$ cat src/rtl/sys_cmd_pkg.sv
// Shared definitions for the UART system-command decoder: opcodes, parser states,
// fixed operand register addresses and a small byte-qualification helper.
// No logic of its own; imported by the decoder, its interface users and the bench.
package sys_cmd_pkg;

    // Frame opcodes (first byte of every frame)
    localparam logic [7:0] CMD_RF_WR   = 8'hAA;  // reg write: addr, data
    localparam logic [7:0] CMD_RF_RD   = 8'hBB;  // reg read: addr
    localparam logic [7:0] CMD_ALU_OP  = 8'hCC;  // ALU with operands: A, B, func
    localparam logic [7:0] CMD_ALU_NOP = 8'hDD;  // ALU without operands: func

    // Register-file slots that receive the ALU operands
    localparam int OPA_ADDR = 0;
    localparam int OPB_ADDR = 1;

    typedef enum logic [2:0] {
        ST_IDLE     = 3'd0,
        ST_WR_ADDR  = 3'd1,
        ST_WR_DATA  = 3'd2,
        ST_RD_ADDR  = 3'd3,
        ST_ALU_A    = 3'd4,
        ST_ALU_B    = 3'd5,
        ST_ALU_FUNC = 3'd6
    } cmd_state_e;

    // A byte may advance the parser only if it is valid and carries no line error.
    function automatic logic byte_is_clean(input logic vld, input logic par_err, input logic stp_err);
        return vld & ~par_err & ~stp_err;
    endfunction

endpackage

$ cat src/rtl/sys_cmd_decoder_if.sv
// Bundle between the UART receiver and the command decoder outputs.
// master: the byte source (UART Rx side) that also observes decoder outputs.
// slave : the decoder; consumes Rx_* and drives the RF/ALU strobes and frame status.
interface sys_cmd_decoder_if #(
    parameter int WIDTH  = 8,
    parameter int ADDR_W = 4,
    parameter int FUNC_W = 4
);
    logic [WIDTH-1:0]  Rx_data;
    logic              Rx_valid;
    logic              Parity_error;
    logic              stop_error;

    logic              RF_WrEn;
    logic              RF_RdEn;
    logic [ADDR_W-1:0] RF_Address;
    logic [WIDTH-1:0]  RF_WrData;
    logic              ALU_EN;
    logic [FUNC_W-1:0] ALU_FUN;
    logic              frame_done;
    logic              frame_error;
    logic              Busy;

    modport master (
        output Rx_data, Rx_valid, Parity_error, stop_error,
        input  RF_WrEn, RF_RdEn, RF_Address, RF_WrData, ALU_EN, ALU_FUN,
               frame_done, frame_error, Busy
    );

    modport slave (
        input  Rx_data, Rx_valid, Parity_error, stop_error,
        output RF_WrEn, RF_RdEn, RF_Address, RF_WrData, ALU_EN, ALU_FUN,
               frame_done, frame_error, Busy
    );
endinterface

$ cat src/rtl/cmd_timeout_cnt.sv
// Inter-byte timeout counter: counts cycles while a frame is open, clears on every byte.
// Ports: i_clk, i_rst_n (sync, active-low), i_clear (byte seen), i_run (frame open), o_expire.
// o_expire is combinational and high in the cycle whose closing edge makes the count reach TIMEOUT_CYC.
module cmd_timeout_cnt #(
    parameter int TIMEOUT_CYC = 1024
) (
    input  logic i_clk,
    input  logic i_rst_n,
    input  logic i_clear,
    input  logic i_run,
    output logic o_expire
);
    localparam int CNT_W = $clog2(TIMEOUT_CYC + 1);

    logic [CNT_W-1:0] r_cnt;

    // Expiry is flagged one count early so the parser drops to IDLE on the same
    // edge the count reaches TIMEOUT_CYC; a byte in that cycle does not rescue the frame.
    assign o_expire = i_run && (r_cnt == CNT_W'(TIMEOUT_CYC - 1));

    always_ff @(posedge i_clk) begin
        if (!i_rst_n) begin
            r_cnt <= '0;
        end else if (i_clear || !i_run) begin
            r_cnt <= '0;
        end else begin
            r_cnt <= r_cnt + 1'b1;
        end
    end
endmodule

$ cat src/rtl/sys_cmd_decoder.sv
// Parses system command frames from UART Rx bytes into one-cycle RF write/read and ALU strobes.
// Ports: CLK, Reset (sync, active-low), bus (slave modport: Rx_* in; RF_*, ALU_*, frame_*, Busy out).
// All outputs registered, one cycle after the sampling edge; optional inter-byte timeout via CMD_TIMEOUT_EN.
module sys_cmd_decoder
    import sys_cmd_pkg::*;
#(
    parameter int WIDTH       = 8,
    parameter int ADDR_W      = 4,
    parameter int FUNC_W      = 4,
    parameter int TIMEOUT_CYC = 1024
) (
    input  logic             CLK,
    input  logic             Reset,
    sys_cmd_decoder_if.slave bus
);
    cmd_state_e        r_state;
    logic [ADDR_W-1:0] r_wr_addr;
    logic              r_rf_wr_en;
    logic              r_rf_rd_en;
    logic [ADDR_W-1:0] r_rf_addr;
    logic [WIDTH-1:0]  r_rf_wdata;
    logic              r_alu_en;
    logic [FUNC_W-1:0] r_alu_fun;
    logic              r_done;
    logic              r_err;
    logic              r_busy;

    logic              w_expire;
    cmd_state_e        w_state;
    logic              w_clean;
    logic              w_corrupt;
    logic [ADDR_W-1:0] w_lo_addr;
    logic [FUNC_W-1:0] w_lo_fun;

    assign w_clean   = byte_is_clean(bus.Rx_valid, bus.Parity_error, bus.stop_error);
    assign w_corrupt = bus.Rx_valid & (bus.Parity_error | bus.stop_error);
    assign w_lo_addr = bus.Rx_data[ADDR_W-1:0];
    assign w_lo_fun  = bus.Rx_data[FUNC_W-1:0];

`ifdef CMD_TIMEOUT_EN
    cmd_timeout_cnt #(
        .TIMEOUT_CYC (TIMEOUT_CYC)
    ) u_timeout (
        .i_clk    (CLK),
        .i_rst_n  (Reset),
        .i_clear  (bus.Rx_valid),
        .i_run    (r_state != ST_IDLE),
        .o_expire (w_expire)
    );
`else
    assign w_expire = 1'b0;
`endif

    // On timeout the frame is abandoned before the current byte is looked at,
    // so a byte arriving in the expiry cycle is parsed as if the state were IDLE.
    assign w_state = w_expire ? ST_IDLE : r_state;

    always_ff @(posedge CLK) begin
        if (!Reset) begin
            r_state    <= ST_IDLE;
            r_wr_addr  <= '0;
            r_rf_wr_en <= 1'b0;
            r_rf_rd_en <= 1'b0;
            r_rf_addr  <= '0;
            r_rf_wdata <= '0;
            r_alu_en   <= 1'b0;
            r_alu_fun  <= '0;
            r_done     <= 1'b0;
            r_err      <= 1'b0;
            r_busy     <= 1'b0;
        end else begin
            r_rf_wr_en <= 1'b0;
            r_rf_rd_en <= 1'b0;
            r_alu_en   <= 1'b0;
            r_done     <= 1'b0;
            r_err      <= w_expire;
            r_state    <= w_state;
            r_busy     <= (w_state != ST_IDLE);

            if (w_corrupt) begin
                // Corrupt byte: drop it, abort whatever frame was open.
                r_err   <= 1'b1;
                r_state <= ST_IDLE;
                r_busy  <= 1'b0;
            end else if (w_clean) begin
                case (w_state)
                    ST_IDLE: begin
                        if (bus.Rx_data == WIDTH'(CMD_RF_WR)) begin
                            r_state <= ST_WR_ADDR;
                            r_busy  <= 1'b1;
                        end else if (bus.Rx_data == WIDTH'(CMD_RF_RD)) begin
                            r_state <= ST_RD_ADDR;
                            r_busy  <= 1'b1;
                        end else if (bus.Rx_data == WIDTH'(CMD_ALU_OP)) begin
                            r_state <= ST_ALU_A;
                            r_busy  <= 1'b1;
                        end else if (bus.Rx_data == WIDTH'(CMD_ALU_NOP)) begin
                            r_state <= ST_ALU_FUNC;
                            r_busy  <= 1'b1;
                        end else begin
                            r_err <= 1'b1;
                        end
                    end
                    ST_WR_ADDR: begin
                        // Held privately; RF_Address only moves when a strobe fires.
                        r_wr_addr <= w_lo_addr;
                        r_state   <= ST_WR_DATA;
                    end
                    ST_WR_DATA: begin
                        r_rf_wr_en <= 1'b1;
                        r_rf_addr  <= r_wr_addr;
                        r_rf_wdata <= bus.Rx_data;
                        r_done     <= 1'b1;
                        r_state    <= ST_IDLE;
                        r_busy     <= 1'b0;
                    end
                    ST_RD_ADDR: begin
                        r_rf_rd_en <= 1'b1;
                        r_rf_addr  <= w_lo_addr;
                        r_done     <= 1'b1;
                        r_state    <= ST_IDLE;
                        r_busy     <= 1'b0;
                    end
                    ST_ALU_A: begin
                        r_rf_wr_en <= 1'b1;
                        r_rf_addr  <= ADDR_W'(OPA_ADDR);
                        r_rf_wdata <= bus.Rx_data;
                        r_state    <= ST_ALU_B;
                    end
                    ST_ALU_B: begin
                        r_rf_wr_en <= 1'b1;
                        r_rf_addr  <= ADDR_W'(OPB_ADDR);
                        r_rf_wdata <= bus.Rx_data;
                        r_state    <= ST_ALU_FUNC;
                    end
                    ST_ALU_FUNC: begin
                        r_alu_en  <= 1'b1;
                        r_alu_fun <= w_lo_fun;
                        r_done    <= 1'b1;
                        r_state   <= ST_IDLE;
                        r_busy    <= 1'b0;
                    end
                    default: begin
                        r_state <= ST_IDLE;
                        r_busy  <= 1'b0;
                    end
                endcase
            end
        end
    end

    assign bus.RF_WrEn     = r_rf_wr_en;
    assign bus.RF_RdEn     = r_rf_rd_en;
    assign bus.RF_Address  = r_rf_addr;
    assign bus.RF_WrData   = r_rf_wdata;
    assign bus.ALU_EN      = r_alu_en;
    assign bus.ALU_FUN     = r_alu_fun;
    assign bus.frame_done  = r_done;
    assign bus.frame_error = r_err;
    assign bus.Busy        = r_busy;
endmodule

$ cat src/flat_wrapper.sv
// flat-port wrapper written by rule: the top's interface ports become plain ports
module sys_cmd_decoder_flat import sys_cmd_pkg::*;
#(
    parameter int WIDTH       = 8,
    parameter int ADDR_W      = 4,
    parameter int FUNC_W      = 4,
    parameter int TIMEOUT_CYC = 1024
)
  (CLK, Reset, bus_Rx_data, bus_Rx_valid, bus_Parity_error, bus_stop_error, bus_RF_WrEn, bus_RF_RdEn, bus_RF_Address, bus_RF_WrData, bus_ALU_EN, bus_ALU_FUN, bus_frame_done, bus_frame_error, bus_Busy);
  sys_cmd_decoder_if #(.WIDTH(WIDTH), .ADDR_W(ADDR_W), .FUNC_W(FUNC_W)) bus_i ();
  input  logic CLK;
  input  logic Reset;
  input wire logic [$bits(bus_i.Rx_data)-1:0] bus_Rx_data;
  input wire logic [$bits(bus_i.Rx_valid)-1:0] bus_Rx_valid;
  input wire logic [$bits(bus_i.Parity_error)-1:0] bus_Parity_error;
  input wire logic [$bits(bus_i.stop_error)-1:0] bus_stop_error;
  output wire logic [$bits(bus_i.RF_WrEn)-1:0] bus_RF_WrEn;
  output wire logic [$bits(bus_i.RF_RdEn)-1:0] bus_RF_RdEn;
  output wire logic [$bits(bus_i.RF_Address)-1:0] bus_RF_Address;
  output wire logic [$bits(bus_i.RF_WrData)-1:0] bus_RF_WrData;
  output wire logic [$bits(bus_i.ALU_EN)-1:0] bus_ALU_EN;
  output wire logic [$bits(bus_i.ALU_FUN)-1:0] bus_ALU_FUN;
  output wire logic [$bits(bus_i.frame_done)-1:0] bus_frame_done;
  output wire logic [$bits(bus_i.frame_error)-1:0] bus_frame_error;
  output wire logic [$bits(bus_i.Busy)-1:0] bus_Busy;
  assign bus_i.Rx_data = bus_Rx_data;
  assign bus_i.Rx_valid = bus_Rx_valid;
  assign bus_i.Parity_error = bus_Parity_error;
  assign bus_i.stop_error = bus_stop_error;
  assign bus_RF_WrEn = bus_i.RF_WrEn;
  assign bus_RF_RdEn = bus_i.RF_RdEn;
  assign bus_RF_Address = bus_i.RF_Address;
  assign bus_RF_WrData = bus_i.RF_WrData;
  assign bus_ALU_EN = bus_i.ALU_EN;
  assign bus_ALU_FUN = bus_i.ALU_FUN;
  assign bus_frame_done = bus_i.frame_done;
  assign bus_frame_error = bus_i.frame_error;
  assign bus_Busy = bus_i.Busy;
  sys_cmd_decoder #(.WIDTH(WIDTH), .ADDR_W(ADDR_W), .FUNC_W(FUNC_W), .TIMEOUT_CYC(TIMEOUT_CYC)) u_core (.CLK(CLK), .Reset(Reset), .bus(bus_i));
endmodule
$ cat config.mk
export PLATFORM = sky130hd
export DESIGN_NAME = sys_cmd_decoder_flat
export DESIGN_NICKNAME = d
export VERILOG_FILES = /design/src/rtl/sys_cmd_pkg.sv /design/src/rtl/sys_cmd_decoder_if.sv /design/src/rtl/cmd_timeout_cnt.sv /design/src/rtl/sys_cmd_decoder.sv /design/src/flat_wrapper.sv
export SDC_FILE = /design/constraint.sdc
export NUM_CORES = 1
export LEC_CHECK = 0
export ABC_AREA = 1
export CAP_MARGIN = 20
export CORE_MARGIN = 3
export CORE_UTILIZATION = 30
export DETAILED_ROUTE_END_ITERATION = 7
export GPL_TIMING_DRIVEN = 0
export SLEW_MARGIN = 10
export SYNTH_ARGS = -nofsm -noshare
export SYNTH_HDL_FRONTEND = slang
export SYNTH_SLANG_ARGS = --single-unit
export TNS_END_PERCENT = 10
$ cat constraint.sdc
create_clock -name CLK -period 1.3 [get_ports CLK]
set_input_delay 0.195 -clock CLK [delete_from_list [all_inputs] [get_ports CLK]]
set_output_delay 0.195 -clock CLK [all_outputs]
set_load 0.02 [all_outputs]
Word-level counts from Yosys, hierarchy flattened --
Index checks and enable logic that the tools add are counted.
Word-level totals: memory bits (read-only) 0, memories 0, logic and storage cells 67, output and inout port bits 22, register bits after elaboration 29, bits in latches 0, RAM bits 0
Cells by class: multipliers 0, $add $sub $neg 0, shift operators 0, mux-type cells 23, div/mod/pow operators 0, bitwise operators 9, order comparisons 0, equal/unequal tests 11, reduce and logical (&&, ||, !) cells 13
Operators by type and width (count):
- == test 8 bit (second input constant) | 4
- 2-to-1 mux 1 bit | 16
- case mux 4 bit (4 select lines) | 1
- 2-to-1 mux 3 bit | 4
- case mux 3 bit (4 select lines) | 1
- AND reduction 3 bit | 4
- OR reduction 3 bit | 4
- == test 3 bit (second input constant) | 3
- == test 3 x 2 -> 1 bit (second input constant) | 2
- inequality test 5 x 1 -> 1 bit (second input constant) | 1
- NOT 1 bit | 5
- nonzero test 4 bit | 1
- bitwise AND 1 bit | 3
- == test 3 x 1 -> 1 bit (second input constant) | 1
- logical NOT 3 bit | 1
- nonzero test 3 bit | 1
- case mux 1 bit (2 select lines) | 1
- AND reduction 2 bit | 1
- OR reduction 2 bit | 1
- OR 1 bit | 1

Logic depth before layout (Yosys ltp) --
Gate-level depths: netlist (run 1).
depth in word-level cells 8, gate-level depth with buffers 9, depth with buffers taken out 9

Worst setup path before layout (run 1) --
Ideal clock, no wire load.
path kind flip-flop to flip-flop, start point reg u_core.r_state[1], end point reg u_core.r_rf_wdata[4] (netlist: u_core.bus.RF_WrData[4]), path slack 160 ps, period minus slack after synthesis 1140 ps, stages on the path, launching flop included 9, library setup time 117 ps, arrival time 1023 ps, data required time 1183 ps, cells stage by stage dfxtp_1 > inv_1 > nand2_2 > nand2_2 > nand2_4 > inv_4 > buf_6 > o21ai_2 > a21oi_1
On the way: cells in the longest elaborated chain, start to end 3, elaborated cells between the ends (all ways) 5, those cells by class 3 x eq/ne; 2 x reduce/logical
RTL lines:
- start: declaration | line sys_cmd_decoder.sv:16 | cmd_state_e r_state;
- start signal: assignment | line sys_cmd_decoder.sv:77 | r_state <= w_state;
- == test 3 x 2 -> 1 bit or == test 3 bit (tied branches) | line sys_cmd_decoder.sv:86 | case (w_state)
- OR reduction 3 bit (no line) (*)
- AND reduction 3 bit (no line) (*)
- end signal: assignment | line sys_cmd_decoder.sv:112 | r_rf_wdata <= bus.Rx_data;
- end signal: assignment | line sys_cmd_decoder.sv:127 | r_rf_wdata <= bus.Rx_data;
- end signal: assignment | line sys_cmd_decoder.sv:133 | r_rf_wdata <= bus.Rx_data;
- end: declaration | line sys_cmd_decoder.sv:21 | logic [WIDTH-1:0] r_rf_wdata;
Mark *: on every way between the ends. The rest lies on a longest branch, timed or not. A chain may end at the register's enable or synchronous reset.

Worst setup path after layout (run 1) --
start point in bus_Rx_data[4], end point reg u_core.r_state[0]
On the way: cells in the longest elaborated chain, start to end 5, elaborated cells between the ends (all ways) 10, those cells by class 5 x eq/ne; 4 x mux; 1 x reduce/logical
RTL lines:
- start: declaration | line flat_wrapper.sv:13 | input wire logic [$bits(bus_i.Rx_data)-1:0] bus_Rx_data;
- == test 8 bit | line sys_cmd_decoder.sv:94 | end else if (bus.Rx_data == WIDTH'(CMD_ALU_OP)) begin
- 2-to-1 mux 3 bit | line sys_cmd_decoder.sv:94
- 2-to-1 mux 3 bit | line sys_cmd_decoder.sv:91 | end else if (bus.Rx_data == WIDTH'(CMD_RF_RD)) begin
- 2-to-1 mux 3 bit | line sys_cmd_decoder.sv:88 | if (bus.Rx_data == WIDTH'(CMD_RF_WR)) begin
- case mux 3 bit (4 select lines) | line sys_cmd_decoder.sv:86
Parallel ways exist; a longest one is shown, timed or not.

==> results.md, run 1 <==
- Status: finished clean
- Reg2Reg Setup Slack: 100 ps
- Tightest Pin Transition: 459.0 ps
- Final ANT Viol Nets: 0
- Initial drt markers: 42
- Synth Area in Simple Gates: 24.42%
- Core Footprint: 3826 um2
- Residual DRC: 0
- Met2 global-route usage: 19.33%
- P&R area growth vs syn: 43.49%
- Post-synthesis compound-gate area fraction: 20.69%
- Post-route setup TNS: 0 ps
- DP Area: 1640 um2
- Setup CP Type: in -> reg
- Slowest CP cell: clkdlybuf4s50_1
- TritonCTS clock tree: built
- Final period util: 96.17%
- Finished Cell Area: 1779 um2
- Largest net degree at the start of global routing: 11
- Clk_skew: 3.120 ps
- # nets final: 220
- TritonCTS Buffers: 5
- Number of diodes: 0
- Tot Pwr: 1720 uW
- Synth Cell Area: 1240 um2
- Combinational fraction of design power: 7.0%
- Rel. slew slack: 69.40%
- RSZ-0062 raised after global routing: true
- Initial Util: 32.41%
- Syn Nets: 177
- # H-tree levels: 2
- Vias/cell: 4.621
- Die ar.: 4941 um2
- Pwr/cell area: 966.6 nW/um2
- CTS clk-pin slew, worst paths: 60 ps
- Sw Ratio: 23.97%
- Wire length of the first global-routing pass: 5030 um
- Clock Latency Late Sink: 280 ps
- IO buf count: 34
- Synth Register Bits: 29
- Critical path endpoint category: flop
- Worst path bufs/invs: 2
- Synth Area in XOR/XNOR: 0%
- Startpoint Class: primary input
- Flop pwr share: 51.6%
- Crit path DAT: 1430 ps
- Critical Path Fanout Max: 3
- FILL cells: 402
- MaxCap Viol Count: 0
- Total track usage: 13.09%
- Fin crit period: 1250 ps
- Delay-heaviest family, CP: buffers and inverters
- Io pins: 35
- Yosys cell types: 23
- Leakage: 0.0009042 uW
- Met3 usage: 4.317%
- Worst Slack Setup Final: 49.85 ps
- Synth Warn #: 0
- Dpl ws: -367.4 ps
- Max-slew violations: 0
- Sinks on Clock Net: 29
- Pint: 1308 uW
- Syn Inst Count: 164
- Drt first pass iters: 4
- Largest family of logic cells by synthesized area: simple AND/OR/NAND/NOR gates
- Worst-path cell chain: clkdlybuf4s50_1, inv_2, nand2_2, nor2_2, o21ai_2, nand3_2, nand2_2, nand2_1, nand2_1, nor2_1
- DR WL/cell: 11.75 um
- Vias in the first global route: 1143
- Psw: 412.2 uW
- CP peak stage delay: 490 ps
- Row cnt: 22
- Vias post-DR: 1183
- DP HPWL: 2173 um
- M1 GR Usage: 16.42%
- Hold buffers post-CTS: 0
- Most Crowded Layer GR: met2
- Initial antenna violation count: 0
- Syn_area_per_cell: 7.561 um2
- Hold slack: 291.7 ps
- Maximum buffer depth of the clock tree: 2
- Multiplexer share of the synthesized area: 0%
- Die Width: 70.29 um
- Clock group share of total power: 41.4%
- Seq/Total Area, Yosys: 46.82%
- Fmax: 799.9 MHz
- Hold Vio Cnt, Final: 0
- Required time of the critical path: 1480 ps
- Layout cells sized above 1: 22.60%
- Adder-Cell Fraction of Synth Area: 0%
- VDD IR-drop max: 649.3 uV
- Root Driver: clkbuf_8
- Die height: 70.29 um
- Final setup viols: 0
- Grt ovf: 0
- GP Congestion: 0.7495
- DRT Wirelength: 3008 um
- Hold Path Class: in -> reg
worst register-to-register path, delay by kind of cell (launching register included):
family,cells,cell delay [ps]
AND/OR/NAND/NOR,4,370
buffers and inverters,2,210
AO/OA/AOI/OAI,2,170
flip-flops,1,380
flip-flops by register name, indices dropped and copies added, names as in the netlist:
signal and count:
u_core.bus.RF_WrData 8, u_core.bus.ALU_FUN 4, u_core.bus.RF_Address 4, u_core.r_wr_addr 4
u_core.r_state 3, u_core.bus.ALU_EN 1, u_core.bus.Busy 1, u_core.bus.RF_RdEn 1
u_core.bus.RF_WrEn 1, u_core.bus.frame_done 1, u_core.bus.frame_error 1
area by class of cell:
cell class	count	area (um2)	area share, %
Multi-Input combinational cell	111	604.3	33.97
Sequential cell	29	589.3	33.12
Timing Repair Buffer	36	335.3	18.85
Inverter	21	83.83	4.712
Clock buffer	6	72.57	4.079
Tap cell	48	60.06	3.376
Buffer	3	23.77	1.336
Clock inverter	2	10.01	0.5626
metrics by stage:
step | cells | utilization, %
after global placement | 246 | 42.87
after global routing | 256 | 46.50
final | 256 | 46.50
after detailed placement | 246 | 42.87
after CTS | 254 | 44.41
after floorplan | 164 | -
cell usage after synthesis:
cell type,n,area share (%)
dfxtp_1,29,47
nor2_1,25,7.6
a21oi_1,19,7.7
nand2_1,18,5.4
inv_1,17,5.1
o21ai_0,16,6.5
nand3_1,8,3.2
nand2_2,7,3.5
o21ai_2,4,2.8
inv_2,3,0.91
nor2_2,3,1.5
buf_1,2,0.61
o21ai_1,2,0.81
o22ai_1,2,1.0
a21oi_2,1,0.71
a31oi_1,1,0.50
buf_6,1,0.91
inv_4,1,0.50
nand2_4,1,0.91
nand3_2,1,0.81
nand4_1,1,0.50
nor2_4,1,0.91
o221ai_1,1,0.71
cell families (layout without fill, tap and decap cells):
| group | count (synthesis) | after routing |
|---|---|---|
| simple gates | 65 | 65 |
| compound gates | 46 | 46 |
| flops | 29 | 29 |
| buf+inv | 24 | 68 |
power by group through the flow:
stage               registers, uW  clock network [uW]  logic [uW]
finish                        887                 713         120
global route                  886                 782         133
CTS                           891                 741         110
detailed placement            911                   0         110
global placement              911                   0         110
floorplan                     913                   0        46.6
timing repair:
| action | 4_1_cts | 5_1_grt |
|---|---|---|
| buffers inserted | 0 | 2 |
| gates resized for setup | 26 | 24 |
| setup endpoints to repair | 35 | 20 |
| pin swaps | 0 | 6 |
worst paths after layout:
kind | from | to | cells past startpoint
worst max-delay path | bus_Rx_data[4] | u_core.r_state[0]$_SDFFE_PP0P_ | 10
worst min-delay path | bus_Parity_error | u_core.bus.frame_error$_SDFF_PN0_ | 3
worst max register to register | u_core.r_state[2]$_SDFFE_PP0P_ | u_core.bus.RF_WrData[6]$_SDFFE_PN0P_ | 8
worst min register to register | u_core.r_wr_addr[0]$_SDFFE_PN0P_ | u_core.r_wr_addr[0]$_SDFFE_PN0P_ | 2
metal layers:
| metal | vias up | routed length, um |
|---|---|---|
| met2 | 29 | 1339 |
| li1 | 622 | - |
| met3 | 6 | 161 |
| met5 | - | 0 |
| met1 | 526 | 1446 |
| met4 | 0 | 59 |
layout by cell type (no fill, tap or decap), drive strengths merged:
cell type and n:
clkbuf 6, nor2 29, clkinv 2, dfxtp 29, dlymetal6s2s 3, buf 5, a21oi 20, dlygate4sd2 22
a31oi 1, o21ai 22, o22ai 2, nand2 26, nand4 1, inv 21, nand3 9, o221ai 1
clkdlybuf4s50 9
Power figures use the tool's default switching activity.
==> run 2, diff against run 1 <==
- HOLD_SLACK_MARGIN: default -> 0.1
- PLACE_DENSITY: default -> 0.6
- clock period: 1.3 -> 1.02 ns (I/O delays scaled with it)
==> results.md, run 2 (same netlist as run 1, synthesis figures left out) <==
- TritonCTS clock tree: built (unchanged)
- FILL cells: 396 (was 402)
- Die height: 70.29 um (unchanged)
- Tot Pwr: 2189 uW (was 1720 uW)
- Leakage: 0.0009765 uW (was 0.0009042 uW)
- Max-slew violations: 0 (unchanged)
- MaxCap Viol Count: 0 (unchanged)
- Fin crit period: 1163 ps
- # H-tree levels: 2 (unchanged)
- CTS clk-pin slew, worst paths: 60 ps (about the same)
- DR WL/cell: 11.88 um (was 11.75 um)
- Finished Cell Area: 1891 um2 (was 1779 um2)
- GP Congestion: 0.8283 (was 0.7495)
- Layout cells sized above 1: 42.34% (was 22.60%)
- Max reg flops: 8 (unchanged)
- Initial Util: 32.41% (unchanged)
- TritonCTS Buffers: 5 (unchanged)
- Pint: 1680 uW (was 1308 uW)
- Flop pwr share: 51.6% (about the same)
- Pwr/cell area: 1158 nW/um2 (was 966.6 nW/um2)
- Final ANT Viol Nets: 0 (unchanged)
- Critical path endpoint category: flop (unchanged)
- Hold slack: 190.5 ps (was 291.7 ps)
- Initial drt markers: 81 (was 42)
- Largest net degree at the start of global routing: 11 (unchanged)
- Startpoint Class: flop (was primary input)
- DP Area: 1674 um2 (was 1640 um2)
- Clock Latency Late Sink: 280 ps (about the same)
- Worst Slack Setup Final: -142.7 ps (was 49.85 ps)
- # nets final: 234 (was 220)
- Reg area: 591.8 um2 (was 589.3 um2)
- Root Driver: clkbuf_8 (unchanged)
- Initial antenna violation count: 0 (unchanged)
- Clock group share of total power: 40.7% (was 41.4%)
- Rel. slew slack: 81.29% (was 69.40%)
- Tightest Pin Transition: 277.7 ps (was 459.0 ps)
- Setup CP Type: reg -> reg (was in -> reg)
- Hold Vio Cnt, Final: 0 (unchanged)
- DP HPWL: 2205 um (was 2173 um)
- Final Util: 49.41% (was 46.50%)
- Reg2Reg Setup Slack: -140 ps (was 100 ps)
- RSZ-0062 raised after global routing: true (unchanged)
- IO buf count: 34 (unchanged)
- Crit path DAT: 1340 ps (was 1430 ps)
- Wire length of the first global-routing pass: 5285 um (was 5030 um)
- Reg2reg path depth: 8 (unchanged)
- Core Footprint: 3826 um2 (unchanged)
- Worst-path cell chain: inv_4, nand2_2, nor2_4, nand3_2, nand2_2, nand2_1, nand2_1, nor2_1 (was clkdlybuf4s50_1, inv_2, nand2_2, nor2_2, o21ai_2, nand3_2, nand2_2, nand2_1, nand2_1, nor2_1)
- Row cnt: 22 (unchanged)
- Die Width: 70.29 um (unchanged)
- Slowest CP cell: dfxtp_4 (was clkdlybuf4s50_1)
- Hold Path Class: in -> reg (unchanged)
- Critical Path Fanout Max: 6 (was 3)
- Sinks on Clock Net: 29 (unchanged)
- WP depth: 8 (was 10)
- Worst path bufs/invs: 1 (was 2)
- Post-route setup TNS: -2192 ps (was 0 ps)
- Hold buffers post-CTS: 0 (unchanged)
- Grt ovf: 0 (unchanged)
- Die ar.: 4941 um2 (unchanged)
- Number of diodes: 0 (unchanged)
- Clk_skew: 5.684 ps (was 3.120 ps)
- Commonest cells after routing, fill and taps aside: dfxtp_1 (26), buf_2 (22), nor2_1 (19), a21oi_1 (17), buf_4 (15) (was dfxtp_1 (26), dlygate4sd2_1 (22), nor2_1 (21), a21oi_1 (19), nand2_1 (16))
- Residual DRC: 0 (unchanged)
- P&R area growth vs syn: 52.47% (was 43.49%)
- Delay-heaviest family, CP: simple AND/OR/NAND/NOR gates (was buffers and inverters)
- Drt first pass iters: 4 (unchanged)
- Sw Ratio: 23.27% (was 23.97%)
- Final period util: 114.0%
- Most common cell after layout, fill and taps aside: dfxtp_1 (unchanged)
- Vias post-DR: 1234 (was 1183)
- VDD IR-drop max: 860.3 uV (was 649.3 uV)
- Maximum buffer depth of the clock tree: 2 (unchanged)
- Vias/cell: 4.570 (was 4.621)
- Psw: 509.5 uW (was 412.2 uW)
- Hold Path Stages: 3 (unchanged)
- Multi-input gate area: 675.6 um2 (was 604.3 um2)
- Required time of the critical path: 1200 ps (was 1480 ps)
- Status: finished with violations (was finished clean)
- Total track usage: 13.45% (was 13.09%)
- DRT Wirelength: 3207 um (was 3008 um)
- Vias in the first global route: 1198 (was 1143)
- Final setup viols: 25 (was 0)
- Combinational fraction of design power: 7.7% (was 7.0%)
- Failing checks: setup timing
- Io pins: 35 (unchanged)
- CP peak stage delay: 380 ps (was 490 ps)
- Fmax: 860.0 MHz
-- run 2: changes by cell type in the layout (fill, tap and decap cells not counted), sizes merged --
cell / delta
buf: +34
clkdlybuf4s15: +2
clkbuf: +2
dlygate4sd2: -15
clkinv: -2
clkdlybuf4s50: -9
dlymetal6s2s: +2
-- run 2: power groups by stage --
| stage | Clock, uW | Sequential, uW | Combinational (uW) |
|---|---|---|---|
| floorplan | 0 | 1160 | 60.1 |
| global placement | 0 | 1160 | 142 |
| detailed placement | 0 | 1160 | 141 |
| CTS | 915 | 1130 | 157 |
| global route | 955 | 1130 | 188 |
| finish | 892 | 1130 | 169 |
-- run 2: worst paths after layout --
path,from,to
worst min register to register,u_core.r_wr_addr[0]$_SDFFE_PN0P_,u_core.r_wr_addr[0]$_SDFFE_PN0P_
worst max-delay path,u_core.r_state[1]$_SDFFE_PP0P_,u_core.r_state[0]$_SDFFE_PP0P_
worst max register to register,u_core.r_state[1]$_SDFFE_PP0P_,u_core.r_state[0]$_SDFFE_PP0P_
worst min-delay path,bus_Rx_data[6],u_core.bus.RF_WrData[6]$_SDFFE_PN0P_
-- run 2: area by class of cell --
cell class	instances	area share, %
inverter	21	4.831
buffer	3	1.456
tap	48	3.177
sequential	29	31.30
clock buffer	8	4.236
timing repair buffer	50	19.26
multi-input combinational	111	35.74
-- run 2: repair_timing --
action | CTS | global route
endpoints found under the setup margin | 51 | 34
gates resized for setup | 117 | 24
cloned | 1 | 0
pin swaps | 15 | 9
buffers inserted | 12 | 3
-- run 2: through the flow --
| step | std cells | setup slack (ps) |
|---|---|---|
| 2_1_floorplan | 164 | -22.59 |
| 3_3_place_gp | 246 | -585.4 |
| 3_5_place_dp | 246 | -590.8 |
| 4_1_cts | 267 | -121.1 |
| 5_1_grt | 270 | -221.7 |
| 6_report | 270 | -142.7 |
-- run 2: per-layer routing --
metal  vias to the layer above  part of all wire, %  global-route usage, %
met2                        37                   44                  20.37
met1                       541                   49                  17.04
met5                         -                    0                      0
met4                         0                 0.41                  4.468
met3                         2                  6.8                  5.755
li1                        654                    -                      -
-- run 2: tightest hold or removal path, stage by stage --
cell and delay [ps]:
dlymetal6s2s_1 140, inv_1 70, a21oi_1 60
==> run 3, diff against run 2 <==
- HOLD_SLACK_MARGIN: 0.1 -> default
- PLACE_DENSITY: 0.6 -> 0.58
- SLEW_MARGIN: 10 -> default
- clock period: 1.02 -> 1.2 ns (I/O delays scaled with it)
==> results.md, run 3 (same netlist as run 1, synthesis figures left out) <==
- Vias/cell: 4.686 (was 4.570)
- Initial antenna violation count: 0 (unchanged)
- Vias post-DR: 1223 (was 1234)
- Final ANT Viol Nets: 0 (unchanged)
- Hold Path Class: in -> reg (unchanged)
- Status: finished with violations (unchanged)
- Placed Cells: 246 (unchanged)
- VDD IR-drop max: 592.0 uV (was 860.3 uV)
- Fin crit period: 1203 ps (was 1163 ps)
- DR WL/cell: 12.49 um (was 11.88 um)
- Sinks on Clock Net: 29 (unchanged)
- Pwr/cell area: 1188 nW/um2 (was 1158 nW/um2)
- Critical Path Fanout Max: 10 (was 6)
- Worst path bufs/invs: 3 (was 1)
- TritonCTS Buffers: 5 (unchanged)
- Delay-heaviest family, CP: flip-flops (was simple AND/OR/NAND/NOR gates)
- Layout cells sized above 1: 27.23% (was 42.34%)
- Required time of the critical path: 1380 ps (was 1200 ps)
- Die Width: 70.29 um (unchanged)
- Final Instance Count excl. Fillers: 261 (was 270)
- Most common cell after layout, fill and taps aside: dfxtp_1 (unchanged)
- Drt first pass iters: 4 (unchanged)
- CP peak stage delay: 430 ps (was 380 ps)
- Max-slew violations: 0 (unchanged)
- Initial Util: 32.41% (unchanged)
- Maximum buffer depth of the clock tree: 2 (unchanged)
- # nets final: 225 (was 234)
- Initial drt markers: 41 (was 81)
- Fmax: 831.3 MHz (was 860.0 MHz)
- Worst-path cell chain: inv_6, nand2_4, nand2_2, nand2_4, inv_4, buf_8, o21ai_2, a21oi_2 (was inv_4, nand2_2, nor2_4, nand3_2, nand2_2, nand2_1, nand2_1, nor2_1)
- P&R area growth vs syn: 55.30% (was 52.47%)
- Top cell by count, worst path: nand2_4
- Slowest CP cell: dfxtp_4 (unchanged)
- Grt ovf: 0 (unchanged)
- Residual DRC: 0 (unchanged)
- Hold buffers post-CTS: 0 (unchanged)
- Hold Vio Cnt, Final: 0 (unchanged)
- Worst Slack Setup Final: -2.903 ps (was -142.7 ps)
- Final setup viols: 1 (was 25)
- MaxCap Viol Count: 0 (unchanged)
- Row cnt: 22 (unchanged)
- Rel. slew slack: 84.51% (was 81.29%)
- Leakage: 0.001019 uW (was 0.0009765 uW)
- Largest net degree at the start of global routing: 11 (unchanged)
- CTS clk-pin slew, worst paths: 60 ps (about the same)
- Startpoint Class: flop (unchanged)
- Clk_skew: 4.166 ps (was 5.684 ps)
- Die height: 70.29 um (unchanged)
- RSZ-0062 raised after global routing: true (unchanged)
- # H-tree levels: 2 (unchanged)
- DRT Wirelength: 3261 um (was 3207 um)
- IO buf count: 34 (unchanged)
- FILL cells: 380 (was 396)
- Multi-input gate area: 638.1 um2 (was 675.6 um2)
- Crit path DAT: 1380 ps (was 1340 ps)
- Max reg flops: 8 (unchanged)
- Commonest cells after routing, fill and taps aside: dfxtp_1 (26), dlygate4sd2_1 (22), nor2_1 (21), a21oi_1 (18), o21ai_0 (15) (was dfxtp_1 (26), buf_2 (22), nor2_1 (19), a21oi_1 (17), buf_4 (15))
- Number of diodes: 0 (unchanged)
- Final period util: 100.2% (was 114.0%)
- TritonCTS clock tree: built (unchanged)
- Die ar.: 4941 um2 (unchanged)
- Hold slack: 209.6 ps (was 190.5 ps)
- Total track usage: 12.69% (was 13.45%)
- Setup CP Type: reg -> reg (unchanged)
- Vias in the first global route: 1094 (was 1198)
- Wire length of the first global-routing pass: 4864 um (was 5285 um)
- Io pins: 35 (unchanged)
- DP HPWL: 2348 um (was 2205 um)
- Core Footprint: 3826 um2 (unchanged)
- Failing checks: setup timing (unchanged)
- Critical path endpoint category: flop (unchanged)
- Tightest Pin Transition: 229.9 ps (was 277.7 ps)
- GP Congestion: 0.7782 (was 0.8283)
- Clock Latency Late Sink: 280 ps (about the same)
- Root Driver: clkbuf_8 (unchanged)
- Reg area: 591.8 um2 (unchanged)
-- run 3: cell types whose count changed in the layout (fill, tap and decap cells not counted), moves of 3 or more --
| cell | previous run | this run |
|---|---|---|
| buf_4 | 15 | 7 |
| dlygate4sd2_1 | 7 | 22 |
| clkbuf_1 | 3 | 0 |
| buf_2 | 22 | 0 |
| clkdlybuf4s50_1 | 0 | 4 |
| o21ai_0 | 9 | 15 |
| o21ai_2 | 7 | 4 |
| o21ai_1 | 6 | 3 |
-- run 3: repair_timing --
item,in CTS,in global routing
buffers inserted,0,7
pin swaps,0,11
endpoints found under the setup margin,50,27
resized for setup,30,40
-- run 3: layout make-up --
cell class                      count  area share (%)
Multi-Input combinational cell    111           33.14
Buffer                              3           1.429
Clock buffer                        5           3.574
Sequential cell                    29           30.73
Tap cell                           48           3.119
Inverter                           21           4.743
Clock inverter                      3           3.379
Timing Repair Buffer               41           19.88
-- run 3: tightest hold or removal path, cell delays in order --
cell and delay, ps:
dlymetal6s2s_1 140, inv_2 70, a21oi_2 50
-- run 3: stage by stage --
stage               setup TNS (ps)  total power [uW]  utilization, %  setup slack, ps  instance area, um2
floorplan                        0              1040               -            60.09                1240
global placement             -8629              1105           42.87           -431.2                1640
detailed placement           -9535              1107           42.87           -472.1                1640
CTS                         -613.0              2311           46.11           -95.97                1764
global route                -321.7              2380           50.33           -54.64                1926
finish                      -2.903              2288           50.33           -2.903                1926
-- run 3: power breakdown --
part / switching, uW / internal (uW)
Combinational: 76.7 / 58.1
Clock: 370 / 824
Sequential: 1.02 / 958
-- run 3: worst paths after layout --
| check | start | endpoint | slack (ps) | depth (start not counted) |
|---|---|---|---|---|
| min | bus_Rx_data[4] | u_core.bus.RF_WrData[4]$_SDFFE_PN0P_ | 210 | 3 |
| max | u_core.r_state[1]$_SDFFE_PP0P_ | u_core.bus.RF_WrData[4]$_SDFFE_PN0P_ | -3 | 8 |
| max reg2reg | u_core.r_state[1]$_SDFFE_PP0P_ | u_core.bus.RF_WrData[4]$_SDFFE_PN0P_ | -3 | 8 |
| min reg2reg | u_core.r_wr_addr[0]$_SDFFE_PN0P_ | u_core.r_wr_addr[0]$_SDFFE_PN0P_ | 450 | 2 |
-- run 3: layer usage --
layer	wire length [um]	GRT usage [%]	vias to the layer above	part of all wire (%)
li1	-	-	630	-
met1	1424	15.16	547	44
met2	1556	19.65	38	48
met3	213	5.755	8	6.5
met4	66	5.106	0	2.0
met5	0	0	-	0
